--- src/rtl/fpu_pkg.sv ---
// Shared single-precision FPU definitions: FP32 field layout, exponent limits
// and the normalize/round sequencer state encoding.
package fpu_pkg;

  localparam int unsigned SIGN_W      = 1;
  localparam int unsigned EXP_FIELD_W = 8;
  localparam int unsigned FRAC_W      = 23;
  localparam int unsigned FP_W        = SIGN_W + EXP_FIELD_W + FRAC_W;

  localparam int unsigned BIAS    = 127;
  localparam int unsigned EXP_MAX = 255;

  localparam logic [FP_W-1:0] FP_MAX_FINITE = 32'h7F7F_FFFF;

  typedef enum logic [1:0] {
    ST_IDLE  = 2'd0,
    ST_NORM  = 2'd1,
    ST_ROUND = 2'd2,
    ST_DONE  = 2'd3
  } norm_state_e;

endpackage

--- src/rtl/fp_norm_round_if.sv ---
// Request/result bundle between an FPU core (master) and the normalize/round
// stage (slave).
interface fp_norm_round_if #(
  parameter int unsigned MANT_W = 48,
  parameter int unsigned EXP_W  = 10
);
  import fpu_pkg::*;

  logic              start;
  logic              sign_in;
  logic [EXP_W-1:0]  exp_in;
  logic [MANT_W-1:0] mant_in;
  logic              busy;
  logic [FP_W-1:0]   result;
  logic              overflow;
  logic              underflow;
  logic              normalized_round_done;
  logic              done_cal;

  modport master (
    output start, sign_in, exp_in, mant_in,
    input  busy, result, overflow, underflow, normalized_round_done, done_cal
  );

  modport slave (
    input  start, sign_in, exp_in, mant_in,
    output busy, result, overflow, underflow, normalized_round_done, done_cal
  );

endinterface

--- src/rtl/rne_rounder.sv ---
// Combinational round-to-nearest-even on a 23-bit fraction with guard/sticky;
// carry flags a wrap of the 24-bit significand to 1.0.
module rne_rounder
  import fpu_pkg::*;
(
  input  logic [FRAC_W-1:0] frac,
  input  logic              guard,
  input  logic              sticky,
  output logic [FRAC_W-1:0] frac_rounded_c,
  output logic              carry_c
);

  logic inc_c;

  // Ties (guard set, nothing below) round toward an even LSB.
  assign inc_c = guard & (sticky | frac[0]);
  assign {carry_c, frac_rounded_c} = {1'b0, frac} + (FRAC_W+1)'(inc_c);

endmodule

--- src/rtl/fp_norm_round.sv ---
// Sequential normalize-and-round stage: one normalization shift per cycle,
// then RNE rounding and overflow/underflow clamping into an FP32 result.
module fp_norm_round
  import fpu_pkg::*;
#(
  parameter int unsigned MANT_W = 48,
  parameter int unsigned EXP_W  = 10
) (
  input  logic           clk,
  input  logic           rstn,
  fp_norm_round_if.slave bus
);

  localparam logic signed [EXP_W-1:0] EXP_ONE  = EXP_W'(1);
  localparam logic signed [EXP_W-1:0] EXP_ZERO = EXP_W'(0);
  localparam logic signed [EXP_W-1:0] EXP_OVF  = EXP_W'(EXP_MAX);

  norm_state_e              state;
  logic                     sign_q;
  logic signed [EXP_W-1:0]  exp_q;
  logic [MANT_W-1:0]        mant_q;
  logic                     sticky_q;

  logic [FRAC_W-1:0]        frac_c;
  logic                     guard_c;
  logic                     sticky_c;
  logic [FRAC_W-1:0]        frac_rnd_c;
  logic                     carry_c;
  logic signed [EXP_W-1:0]  exp_rnd_c;
  logic                     ovf_c;
  logic                     unf_c;

  // Rounding view of the normalized mantissa (hidden one at MANT_W-2).
  assign frac_c   = mant_q[MANT_W-3 -: FRAC_W];
  assign guard_c  = mant_q[MANT_W-26];
  assign sticky_c = (|mant_q[MANT_W-27:0]) | sticky_q;

  rne_rounder u_rne (
    .frac           (frac_c),
    .guard          (guard_c),
    .sticky         (sticky_c),
    .frac_rounded_c (frac_rnd_c),
    .carry_c        (carry_c)
  );

  assign exp_rnd_c = carry_c ? exp_q + EXP_ONE : exp_q;
  assign ovf_c     = (exp_rnd_c >= EXP_OVF);
  assign unf_c     = (exp_rnd_c <= EXP_ZERO);

  always_ff @(posedge clk or negedge rstn) begin
    if (!rstn) begin
      state                     <= ST_IDLE;
      sign_q                    <= 1'b0;
      exp_q                     <= EXP_ZERO;
      mant_q                    <= '0;
      sticky_q                  <= 1'b0;
      bus.busy                  <= 1'b0;
      bus.result                <= '0;
      bus.overflow              <= 1'b0;
      bus.underflow             <= 1'b0;
      bus.normalized_round_done <= 1'b0;
      bus.done_cal              <= 1'b0;
    end else begin
      bus.normalized_round_done <= 1'b0;
      bus.done_cal              <= 1'b0;
      case (state)
        ST_IDLE, ST_DONE: begin
          if (bus.start) begin
            sign_q   <= bus.sign_in;
            exp_q    <= $signed(bus.exp_in);
            mant_q   <= bus.mant_in;
            sticky_q <= 1'b0;
            // A zero magnitude needs no normalization: signed zero right away.
            if (bus.mant_in == '0) begin
              state                     <= ST_DONE;
              bus.busy                  <= 1'b0;
              bus.result                <= {bus.sign_in, (FP_W-1)'(0)};
              bus.overflow              <= 1'b0;
              bus.underflow             <= 1'b0;
              bus.normalized_round_done <= 1'b1;
              bus.done_cal              <= 1'b1;
            end else begin
              state    <= ST_NORM;
              bus.busy <= 1'b1;
            end
          end else begin
            state    <= ST_IDLE;
            bus.busy <= 1'b0;
          end
        end

        ST_NORM: begin
          if (mant_q[MANT_W-1]) begin
            mant_q   <= {1'b0, mant_q[MANT_W-1:1]};
            exp_q    <= exp_q + EXP_ONE;
            sticky_q <= sticky_q | mant_q[0];
          end else if (!mant_q[MANT_W-2]) begin
            mant_q <= {mant_q[MANT_W-2:0], 1'b0};
            exp_q  <= exp_q - EXP_ONE;
          end else begin
            state <= ST_ROUND;
          end
        end

        ST_ROUND: begin
          state                     <= ST_DONE;
          bus.busy                  <= 1'b0;
          exp_q                     <= exp_rnd_c;
          bus.overflow              <= ovf_c;
          bus.underflow             <= unf_c;
          bus.normalized_round_done <= 1'b1;
          bus.done_cal              <= 1'b1;
          if (ovf_c)
            bus.result <= {sign_q, FP_MAX_FINITE[FP_W-2:0]};
          else if (unf_c)
            bus.result <= '0;
          else
            bus.result <= {sign_q, exp_rnd_c[EXP_FIELD_W-1:0], frac_rnd_c};
        end

        default: begin
          state    <= ST_IDLE;
          bus.busy <= 1'b0;
        end
      endcase
    end
  end

endmodule

--- src/flat_wrapper.sv ---
// flat-port wrapper written by rule: the top's interface ports become plain ports
module fp_norm_round_flat import fpu_pkg::*;
#(
  parameter int unsigned MANT_W = 48,
  parameter int unsigned EXP_W  = 10
)
  (clk, rstn, bus_start, bus_sign_in, bus_exp_in, bus_mant_in, bus_busy, bus_result, bus_overflow, bus_underflow, bus_normalized_round_done, bus_done_cal);
  fp_norm_round_if #(.MANT_W(MANT_W), .EXP_W(EXP_W)) bus_i ();
  input  logic clk;
  input  logic rstn;
  input wire logic [$bits(bus_i.start)-1:0] bus_start;
  input wire logic [$bits(bus_i.sign_in)-1:0] bus_sign_in;
  input wire logic [$bits(bus_i.exp_in)-1:0] bus_exp_in;
  input wire logic [$bits(bus_i.mant_in)-1:0] bus_mant_in;
  output wire logic [$bits(bus_i.busy)-1:0] bus_busy;
  output wire logic [$bits(bus_i.result)-1:0] bus_result;
  output wire logic [$bits(bus_i.overflow)-1:0] bus_overflow;
  output wire logic [$bits(bus_i.underflow)-1:0] bus_underflow;
  output wire logic [$bits(bus_i.normalized_round_done)-1:0] bus_normalized_round_done;
  output wire logic [$bits(bus_i.done_cal)-1:0] bus_done_cal;
  assign bus_i.start = bus_start;
  assign bus_i.sign_in = bus_sign_in;
  assign bus_i.exp_in = bus_exp_in;
  assign bus_i.mant_in = bus_mant_in;
  assign bus_busy = bus_i.busy;
  assign bus_result = bus_i.result;
  assign bus_overflow = bus_i.overflow;
  assign bus_underflow = bus_i.underflow;
  assign bus_normalized_round_done = bus_i.normalized_round_done;
  assign bus_done_cal = bus_i.done_cal;
  fp_norm_round #(.MANT_W(MANT_W), .EXP_W(EXP_W)) u_core (.clk(clk), .rstn(rstn), .bus(bus_i));
endmodule
--- config.mk ---
export PLATFORM = sky130hd
export DESIGN_NAME = fp_norm_round_flat
export DESIGN_NICKNAME = d
export VERILOG_FILES = /design/src/rtl/fpu_pkg.sv /design/src/rtl/fp_norm_round_if.sv /design/src/rtl/rne_rounder.sv /design/src/rtl/fp_norm_round.sv /design/src/flat_wrapper.sv
export SDC_FILE = /design/constraint.sdc
export NUM_CORES = 1
export LEC_CHECK = 0
export BUFFER_PORTS_ARGS = -buffer_cell sky130_fd_sc_hd__buf_2
export CAP_MARGIN = 20
export CORE_MARGIN = 3
export CORE_UTILIZATION = 55
export DETAILED_ROUTE_END_ITERATION = 8
export PLACE_DENSITY = 0.78
export SLEW_MARGIN = 40
export SYNTH_ARGS = -nofsm -noshare
export SYNTH_HDL_FRONTEND = slang
export SYNTH_SLANG_ARGS = --single-unit
--- constraint.sdc ---
create_clock -name clk -period 5.6 [get_ports clk]
set_clock_uncertainty 0.15 [all_clocks]
set_input_delay 0.84 -clock clk [delete_from_list [all_inputs] [get_ports clk]]
set_output_delay 0.84 -clock clk [all_outputs]
set_load 0.1 [all_outputs]
==> flow_summary_export.csv, run 1 <==
group,metric,value,unit
outcome,status,"finished, final reports clean",
routing,drt-pass1-iter-count,5,
timing,layout_setup_ws,2143,ps
clock_tree,cts_sinks,98,
pwr,seq_power_share,0.499,
setup_path,crit_chain,"ha_1 > nand4_1 > or2_2 > nor4_4 > nor2_2 > a21oi_4 > nand3_1 > a22o_1",
pwr,pwr-share-clk,0.467,
global_route,grt_util_all_layers,0.2652,
synthesis,seq_area_frac_synth,0.3768,
synthesis,synth_edf_count,0,
setup_path,r2r_start,"u_core.exp_q[0]",
cells_and_area,layout_commonest_cell,"nand2_1",
pwr,p_sw,0.3016,mW
global_route,grt_overflow,0,
placement,post-place-ws,1966,ps
die,start_util,0.5652,
clock_tree,clk_latency,350,ps
synthesis,synth_nets,864,
synthesis,synth_mux_area_frac,0.008266,
timing,tightest_slew,827.0,ps
worst_hold_path,hold_class,"input port to async pin",
setup_path,critPathTopFamily,"simple AND/OR/NAND/NOR gates",
cells_and_area,syn_to_final_growth,11.42,%
clock_tree,clkTransAtPathRegs,70,ps
timing,relSlewSlack,0.4487,
clock_tree,hold_buffers,0,
cells_and_area,final_nets,912,
timing,drv_slew,0,
cells_and_area,final_layout_size_suffix_gt1_frac,0.1745,
setup_path,cp_slowest_cell,"dfrtp_1",
placement,numPortBuffers,98,
timing,fin_setup_tns,0,ps
pwr,irDropWorstVdd,0.0001242,V
cells_and_area,nFillCells,952,
pwr,cellLeakagePower,3.113,nW
die,die_height,114.8,µm
placement,dpl.hpwl,12220,µm
die,fp-row-count,39,
pwr,cellPowerDensity,195.6,mW/mm²
synthesis,ys_seq_elements,98,
setup_path,r2r_slack,2140,ps
synthesis,synth_adder_area_share,0.01153,
clock_tree,postCtsSetupBuffers,0,
routing,avgViaCountPerCell,6.287,
synthesis,netlist.area_leader.share,0.3768,
timing,rsz0062_at_grt,"false",
clock_tree,cts_max_level,3,
clock_tree,cts_buffer_depth,2,
timing,max_freq,0.2893,GHz
setup_path,cp.required,5690,ps
synthesis,yosysWarnings,0,
die,die_x,114.8,µm
synthesis,synth_top_area_cell,"dfrtp_1",
die,core,0.01152,mm²
setup_path,crit_arrival,3540,ps
timing,setup-violations-final,0,
setup_path,worstSetupPathType,"flip-flop to flip-flop",
die,die-area,0.01318,mm²
synthesis,yosys-top-cells-area,"dfrtp_1 (38%), o21ai_0 (7.5%), nand2_1 (7.4%), o311ai_0 (5.4%), a22o_1 (3.9%)",
pwr,p_int,1.117,mW
clock_tree,cts_resized,0,
synthesis,synth_xor_area_frac,0.05113,
cells_and_area,antennaDiodeCount,0,
pwr,power_frac_comb,0.034,
routing,wl_per_cell,17.39,µm
setup_path,crit_path_end_kind,"flip-flop",
global_route,grt_antenna_before_repair,1,
routing,totalWireLength,17240,µm
clock_tree,cts_made_buffers,9,
global_route,grt_max_degree,104,
global_route,grt_pass1_wl,28360,µm
setup_path,worstPathMaxFanout,24,
routing,drtAntennaViolNets,0,
clock_tree,cts_tree,"yes",
synthesis,postSynthAreaPerCell,8.177,µm²
synthesis,yosys.area_share.simple,0.2209,
timing,finalCriticalPeriod,3457,ps
setup_path,r2r-end,"u_core.bus.result[3]",
placement,place.gp.congestion,0.9320,
pwr,switching_share,0.2126,
run,max_cap_viol_count,0,
setup_path,startpoint_type,"flip-flop",
synthesis,synth_top_family_by_area,"compound AO/OA/AOI/OAI gates",
timing,finalHoldViolCount,0,
timing,post-route-period-util,0.6173,
synthesis,synthCells,796,
synthesis,synth_ff_type,"dfrtp_1",
routing,vias,6230,
synthesis,synthArstFlopShare,1.000,
global_route,grt_pass1_vias,5547,
setup_path,r2r_cells,8,
die,ios,99,
cells_and_area,layout_common_cells,"nand2_1 (129), o21ai_0 (97), buf_2 (97), dfrtp_1 (97), inv_1 (54)",
synthesis,synth.distinct_cells,63,
synthesis,synth-compound-area-share,0.2489,
setup_path,critPathBufInv,0,
clock_tree,cts_root_buf,"clkbuf_16",
synthesis,netlist_area,0.006509,mm²
routing,drc,0,
setup_path,cpPeakStageDelay,560,ps
routing,drt-initial-drc-count,622,
[flip-flops by register name, summed over array words and instances (netlist names)]
register                          flops
u_core.bus.result                    32
u_core.sticky_q                       1
u_core.bus.normalized_round_done      1
u_core.exp_q                         10
u_core.bus.underflow                  1
u_core.state                          2
u_core.sign_q                         1
u_core.bus.overflow                   1
u_core.mant_q                        48
u_core.bus.busy                       1
[power by group through the flow]
stage | clock [mW] | combinational, mW | sequential (mW)
6_report | 0.662 | 0.0485 | 0.708
5_1_grt | 0.693 | 0.0544 | 0.708
4_1_cts | 0.668 | 0.0490 | 0.708
3_5_place_dp | 0 | 0.0488 | 0.722
3_3_place_gp | 0 | 0.0479 | 0.722
2_1_floorplan | 0 | 0.00227 | 0.725
[through the flow]
step	util	power, mW	instance area (µm²)	instances	hold WS (ps)
after floorplan	-	0.7268	6509	796	320.8
after global placement	0.6022	0.7696	6935	976	319.3
after detailed placement	0.6022	0.7705	6935	976	324.3
after CTS	0.6291	1.425	7244	991	331.0
after global routing	0.6297	1.455	7252	991	357.9
final	0.6297	1.419	7252	991	318.2
[how the worst max path moves through the flow]
stage / slack, ps / end / startpoint / depth (start not counted)
after global routing: 1840 / u_core.mant_q[10] / u_core.state[0] / 8
after global placement: 2000 / u_core.bus.result[23] / bus_mant_in[42] / 10
after CTS: 2180 / u_core.bus.result[3] / u_core.exp_q[0] / 8
final: 2140 / u_core.bus.result[3] / u_core.exp_q[0] / 8
after detailed placement: 1970 / u_core.bus.result[23] / bus_mant_in[42] / 10
after floorplan: 2790 / u_core.bus.overflow / bus_mant_in[25] / 9
[Yosys cell counts, drive strengths merged (3+ instances only)]
master  number
dfrtp       98
nor2b        4
inv         54
nand2b       5
or2          4
a32o         3
xor2        11
nand3       41
and4         3
o21ai       98
xnor2       27
a221oi      10
a31oi        6
a22o        29
a21oi       20
or3          3
nor4        25
clkbuf      50
or4          4
nor3        16
o22ai        3
mux2         3
nand2      129
nor2        33
nand4       12
o31ai       12
buf         21
ha           6
o311ai      40
[layer usage]
| layer | vias to the layer above | share of wire | GRT usage |
|---|---|---|---|
| met2 | 236 | 0.45 | 0.4028 |
| li1 | 2976 | - | - |
| met1 | 2992 | 0.45 | 0.3893 |
| met3 | 24 | 0.075 | 0.04632 |
| met5 | - | 0.00075 | 0 |
| met4 | 2 | 0.019 | 0.08059 |
[layout make-up]
| class | count | area (µm²) | share of cell area |
|---|---|---|---|
| Clock buffer | 11 | 232.7 | 0.03209 |
| Clock inverter | 4 | 76.32 | 0.01052 |
| Inverter | 54 | 202.7 | 0.02795 |
| Multi-Input combinational cell | 573 | 3532 | 0.4871 |
| Sequential cell | 98 | 2454 | 0.3383 |
| Tap cell | 143 | 178.9 | 0.02467 |
| Timing Repair Buffer | 108 | 575.6 | 0.07937 |
[kinds of logic after synthesis]
group,after synthesis
and+or+nand+nor,290
xor gates and xnor gates,38
muxes,5
adders and majority gates,6
AOI/OAI and AO/OA,234
DFF,98
buffers and inverters,125
(Power assumes the default switching activity.)
==> inputs of run 2 (changes only) <==
ABC_AREA = 1   (was not set)
clock period = 3.45 ns   (was 5.6 ns; I/O delays follow)
==> run 2 against run 1 <==
Setup slack worse by 1600 ps. Worst hold slack worse by 290 ps. Synthesized area is 0.62% lower. Die area is 0.58% lower. Power grew to 5.5 times the previous value. Combinational power grew to 97 times the previous value. Clock power is 66% higher. Non-clock buffer count is 2 higher. Sequential cell count stayed put. Largest power group is now combinational logic. Highest routed layer is now met4.
==> flow_summary_export.csv, run 2 <==
group,metric,value,unit
setup_path,crit_chain,"ha_1 > nand2_1 > nor2_1 > nand3_1 > xor2_1 > nand2_1 > nand2_1 > nor2_2 > nand3_4 > nand2_4 > nor2_8 > buf_12 > nand2_4 > nand2_2",
synthesis,synth_edf_count,0,
placement,post-place-ws,580.3,ps
placement,post-place-cells,1080,
cells_and_area,final_layout_size_suffix_gt1_frac,0.2010,
timing,finalHoldViolCount,0,
cells_and_area,syn_to_final_growth,13.97,%
pwr,cellLeakagePower,3.957,nW
placement,dpl.hpwl,12100,µm
timing,layout_setup_ws,523.4,ps
clock_tree,cts_resized,0,
global_route,grt_pass1_wl,26780,µm
global_route,grt_antenna_before_repair,0,
timing,rsz0062_at_grt,"false",
cells_and_area,layout_commonest_cell,"nand2_1",
synthesis,yosys-top-cells-area,"dfrtp_1 (38%), nand2_1 (15%), o21ai_0 (6.2%), o221ai_1 (6.1%), inv_1 (5.6%)",
die,fp-row-count,38,
synthesis,synthArstFlopShare,1.000,
pwr,total_power,7.835,mW
setup_path,startpoint_type,"flip-flop",
timing,max_freq,0.3417,GHz
global_route,grt_max_degree,93,
clock_tree,cts_root_buf,"clkbuf_16",
setup_path,r2r_start,"u_core.exp_q[1]",
die,die-area,0.01310,mm²
timing,finalCriticalPeriod,2927,ps
die,core,0.01117,mm²
die,ios,99,
setup_path,worstSetupPathType,"flip-flop to flip-flop",
timing,post-route-period-util,0.8483,
routing,drc,0,
synthesis,synth_adder_area_share,0.01161,
routing,wl_per_cell,14.75,µm
clock_tree,cts_max_level,3,
setup_path,crit_start,"u_core.exp_q[1]",
worst_hold_path,hold_class,"input port to async pin",
pwr,cellPowerDensity,1063,mW/mm²
cells_and_area,final_area,0.007372,mm²
synthesis,synth.distinct_cells,40,
synthesis,yosysMostFrequentCell,"nand2_1",
setup_path,cp_slowest_cell,"dfrtp_1",
timing,setup-violations-final,0,
clock_tree,cts_made_buffers,9,
timing,fin_setup_tns,0,ps
clock_tree,cts_buffer_depth,2,
clock_tree,clkTransAtPathRegs,70,ps
timing,holdWs,30.81,ps
synthesis,synth_xor_area_frac,0.03114,
cells_and_area,reg.largest.list,"u_core.mant_q: 48 flops, u_core.bus.result: 32 flops, u_core.exp_q: 10 flops",
global_route,use_met1,0.3948,
clock_tree,clk_latency,350,ps
setup_path,cp.required,3580,ps
run,max_cap_viol_count,0,
global_route,grt_busiest_layer,"met1",
synthesis,netlist_area,0.006469,mm²
synthesis,seq_area_frac_synth,0.3791,
synthesis,synth_mux_area_frac,0,
global_route,use_met2,0.3652,
global_route,met3_usage,0.03013,
synthesis,synth_ff_type,"dfrtp_1",
synthesis,synth-compound-area-share,0.1576,
synthesis,yosys.area_share.simple,0.3300,
cells_and_area,finalNonFillerCells,1095,
timing,relSlewSlack,0.5370,
cells_and_area,final_nets,1019,
placement,place.gp.congestion,1.011,
pwr,irDropWorstVdd,0.0009470,V
synthesis,netlist.area_leader.share,0.3791,
timing,drv_slew,0,
routing,drtAntennaViolNets,0,
setup_path,crit_path_end_kind,"flip-flop",
setup_path,cpPeakStageDelay,450,ps
routing,drt-pass1-iter-count,5,
global_route,grt_util_all_layers,0.2526,
outcome,status,"finished, final reports clean",
setup_path,crit_arrival,3060,ps
die,start_util,0.5789,
clock_tree,cts_sinks,98,
cells_and_area,nFillCells,1039,
cells_and_area,largest_register_ffs,48,
cells_and_area,final_util,0.6598,
synthesis,synth_nets,939,
synthesis,synth_top_cells_by_count,"nand2_1 (264), dfrtp_1 (98), inv_1 (96)",
setup_path,r2r_slack,520,ps
synthesis,synth_top_family_by_area,"simple AND/OR/NAND/NOR gates",
routing,totalWireLength,16150,µm
setup_path,r2r_cells,14,
cells_and_area,layout_common_cells,"nand2_1 (264), dfrtp_1 (98), buf_2 (97)",
cells_and_area,antennaDiodeCount,0,
clock_tree,hold_buffers,0,
global_route,grt_overflow,0,
routing,drt-initial-drc-count,519,
synthesis,postSynthAreaPerCell,7.427,µm²
synthesis,yosysWarnings,0,
setup_path,crit_top_cell,"nand2_1",
routing,vias,6039,
synthesis,synthCells,871,
die,die_height,114.5,µm
die,die_x,114.5,µm
setup_path,r2r-end,"u_core.bus.result[2]",
synthesis,ys_seq_elements,98,
global_route,grt_pass1_vias,5455,
clock_tree,postCtsSetupBuffers,0,
clock_tree,cts_tree,"yes",
routing,avgViaCountPerCell,5.515,
synthesis,synth_top_area_cell,"dfrtp_1",
timing,tightest_slew,693.5,ps
placement,numPortBuffers,98,
placement,place_area,0.007046,mm²
cells_and_area,largest-register,"u_core.mant_q",
setup_path,worstPathMaxFanout,14,
run 2: per-layer routing:
metal  wire length [µm]  up-vias  part of all wire
li1                   -     3040                 -
met1               7928     2734              0.49
met2               6842      248              0.42
met3               1138       17             0.070
met4                243        0             0.015
met5                  0        -                 0
run 2: worst max path at each step:
stage | endpoint | cells past startpoint
detailed placement | u_core.bus.result[2] | 14
global placement | u_core.bus.result[5] | 14
global route | u_core.bus.result[4] | 14
floorplan | u_core.mant_q[1] | 12
CTS | u_core.bus.result[2] | 14
finish | u_core.bus.result[2] | 14
run 2: final cells by class:
class,count,area [µm²],share of cell area
tap,140,175.2,0.02376
clock inverter,4,73.82,0.01001
inverter,99,371.6,0.05041
clock buffer,11,252.7,0.03428
multi-input combinational,633,3438,0.4664
sequential,98,2452,0.3327
timing repair buffer,110,608.1,0.08248
run 2: cells by family (layout without fill, tap and decap cells):
family          after synthesis  after routing
simple gates                445            445
buf+inv                     140            224
compound gates              159            159
fa+ha+maj                     6              6
xor+xnor                     23             23
flops                        98             98
run 2: critical path, delay by kind of cell, from the launching register on:
kind          cells  cell delay [ps]
xor+xnor          1              240
fa+ha+maj         1              240
buf+inv           1              230
flops             1              450
simple gates     11             1550
run 2: power breakdown:
group	leakage, nW	switching (mW)	internal (mW)
Combinational	2.55	3.54	1.17
Clock	0.162	0.431	0.672
Sequential	1.24	0.343	1.68
==> inputs of run 3 (changes only) <==
clock period = 2.8 ns   (was 3.45 ns; I/O delays follow)
==> run 3 against run 2 <==
Power rose by 23%. Largest power group unchanged. Critical endpoint unchanged. Sequential power rose by 23%. Core utilization increased by 0.49 points.
==> flow_summary_export.csv, run 3 (synthesized netlist as in run 2, its figures left out) <==
group,metric,value,unit
outcome,status,"finished, final reports clean",
timing,relSlewSlack,0.5258,
clock_tree,cts_root_buf,"clkbuf_16",
timing,setup-violations-final,0,
global_route,grt_max_degree,93,
clock_tree,clkTransAtPathRegs,70,ps
die,ios,99,
setup_path,crit_arrival,2780,ps
die,die_height,114.5,µm
routing,vias,6106,
cells_and_area,largest-register,"u_core.mant_q",
global_route,grt_pass1_wl,27410,µm
timing,layout_setup_ws,167.5,ps
die,fp-row-count,38,
routing,drt-initial-drc-count,492,
global_route,grt_overflow,0,
timing,tightest_slew,710.3,ps
timing,post-route-period-util,0.9402,
cells_and_area,syn_to_final_growth,14.82,%
die,start_util,0.5789,
pwr,irDropWorstVdd,0.001062,V
clock_tree,cts_sinks,98,
placement,place.gp.congestion,0.9723,
clock_tree,cts_made_buffers,9,
cells_and_area,reg.largest.list,"u_core.mant_q: 48 flops, u_core.bus.result: 32 flops, u_core.exp_q: 10 flops",
cells_and_area,layout_common_cells,"nand2_1 (264), dfrtp_1 (98), buf_2 (97)",
setup_path,worstPathMaxFanout,12,
cells_and_area,largest_register_ffs,48,
clock_tree,clk_latency,350,ps
global_route,grt_antenna_before_repair,0,
cells_and_area,final_util,0.6647,
die,core,0.01117,mm²
setup_path,worstSetupPathType,"flip-flop to flip-flop",
die,die-area,0.01310,mm²
cells_and_area,antennaDiodeCount,0,
cells_and_area,final_layout_size_suffix_gt1_frac,0.2075,
timing,finalHoldViolCount,0,
setup_path,crit_path_end_kind,"flip-flop",
placement,post-place-ws,223.5,ps
routing,drc,0,
clock_tree,cts_max_level,3,
routing,drt-pass1-iter-count,7,
clock_tree,cts_buffer_depth,2,
global_route,grt_pass1_vias,5623,
setup_path,startpoint_type,"flip-flop",
cells_and_area,final_nets,1027,
setup_path,cp.required,2950,ps
pwr,cellPowerDensity,1300,mW/mm²
worst_hold_path,hold_class,"input port to flip-flop",
routing,avgViaCountPerCell,5.531,
timing,drv_slew,0,
placement,numPortBuffers,98,
cells_and_area,layout_commonest_cell,"nand2_1",
routing,totalWireLength,16510,µm
global_route,grt_util_all_layers,0.2607,
die,die_x,114.5,µm
run,max_cap_viol_count,0,
cells_and_area,nFillCells,1007,
timing,max_freq,0.3799,GHz
routing,drtAntennaViolNets,0,
placement,dpl.hpwl,12330,µm
pwr,cellLeakagePower,3.987,nW
clock_tree,cts_tree,"yes",
routing,wl_per_cell,14.96,µm
timing,finalCriticalPeriod,2632,ps
[run 3: worst max-delay path: stages, from the launching register on]
cell and delay, ps:
dfrtp_1 410, inv_2 110, nor2_1 330, nand2_1 140
nor3_2 150, xor2_1 230, nor2_1 110, nor2_4 300
nand2_4 120, nor2_8 220, buf_12 210, nand2_4 50
nand2_2 50
[run 3: worst paths after layout]
check | from | endpoint | slack, ps | cells past startpoint
setup reg to reg | u_core.exp_q[0] | u_core.bus.result[2] | 170 | 12
setup / recovery | u_core.exp_q[0] | u_core.bus.result[2] | 170 | 12
hold reg to reg | u_core.bus.result[18] | u_core.bus.result[18] | 340 | 2
max in group asynchronous | rstn | u_core.exp_q[3] | 1380 | 3
min in group asynchronous | rstn | u_core.bus.result[2] | 440 | 2
hold / removal | bus_exp_in[7] | u_core.exp_q[7] | 170 | 3
[run 3: routing by layer]
metal  global-route usage  vias up  part of all wire
met2               0.3752      242              0.42
met4              0.08947        0             0.022
li1                     -     3063                 -
met5                    0        -                 0
met3              0.03383       27             0.070
met1               0.4026     2774              0.48
[run 3: what timing repair did]
item / in CTS / in global routing
endpoints found under the setup margin: 0 / 22
buffers inserted: 0 / 0
hold endpoints to repair: 39 / 0
hold buffers: 1 / 0
gates resized for setup: 0 / 1
[run 3: cell type report]
cell class                      instances  area [µm²]  share of cell area
Timing Repair Buffer                  118       695.7             0.09367
Multi-Input combinational cell        633        3443              0.4636
Inverter                               99       371.6             0.05003
Tap cell                              140       175.2             0.02358
Clock inverter                          6       50.05            0.006739
Sequential cell                        98        2452              0.3302
Clock buffer                           10       239.0             0.03218
[run 3: stage by stage]
| step | instances | TNS (ps) | area (µm²) | power (mW) | hold slack (ps) |
|---|---|---|---|---|---|
| global route | 1104 | -2.827 | 7427 | 10.40 | 176.7 |
| finish | 1104 | 0 | 7427 | 9.652 | 167.5 |
| detailed placement | 1087 | 0 | 7123 | 8.378 | 286.1 |
| global placement | 1087 | 0 | 7123 | 8.309 | 286.5 |
| floorplan | 871 | 0 | 6469 | 7.117 | -25.59 |
| CTS | 1104 | 0 | 7422 | 9.614 | 158.4 |
[run 3: power by group]
group	leakage, nW	internal [mW]	switching, mW	total [mW]
logic	2.60	1.52	4.45	5.96
clock network	0.141	0.638	0.573	1.21
registers	1.24	2.07	0.404	2.48
total	3.99	4.23	5.43	9.65
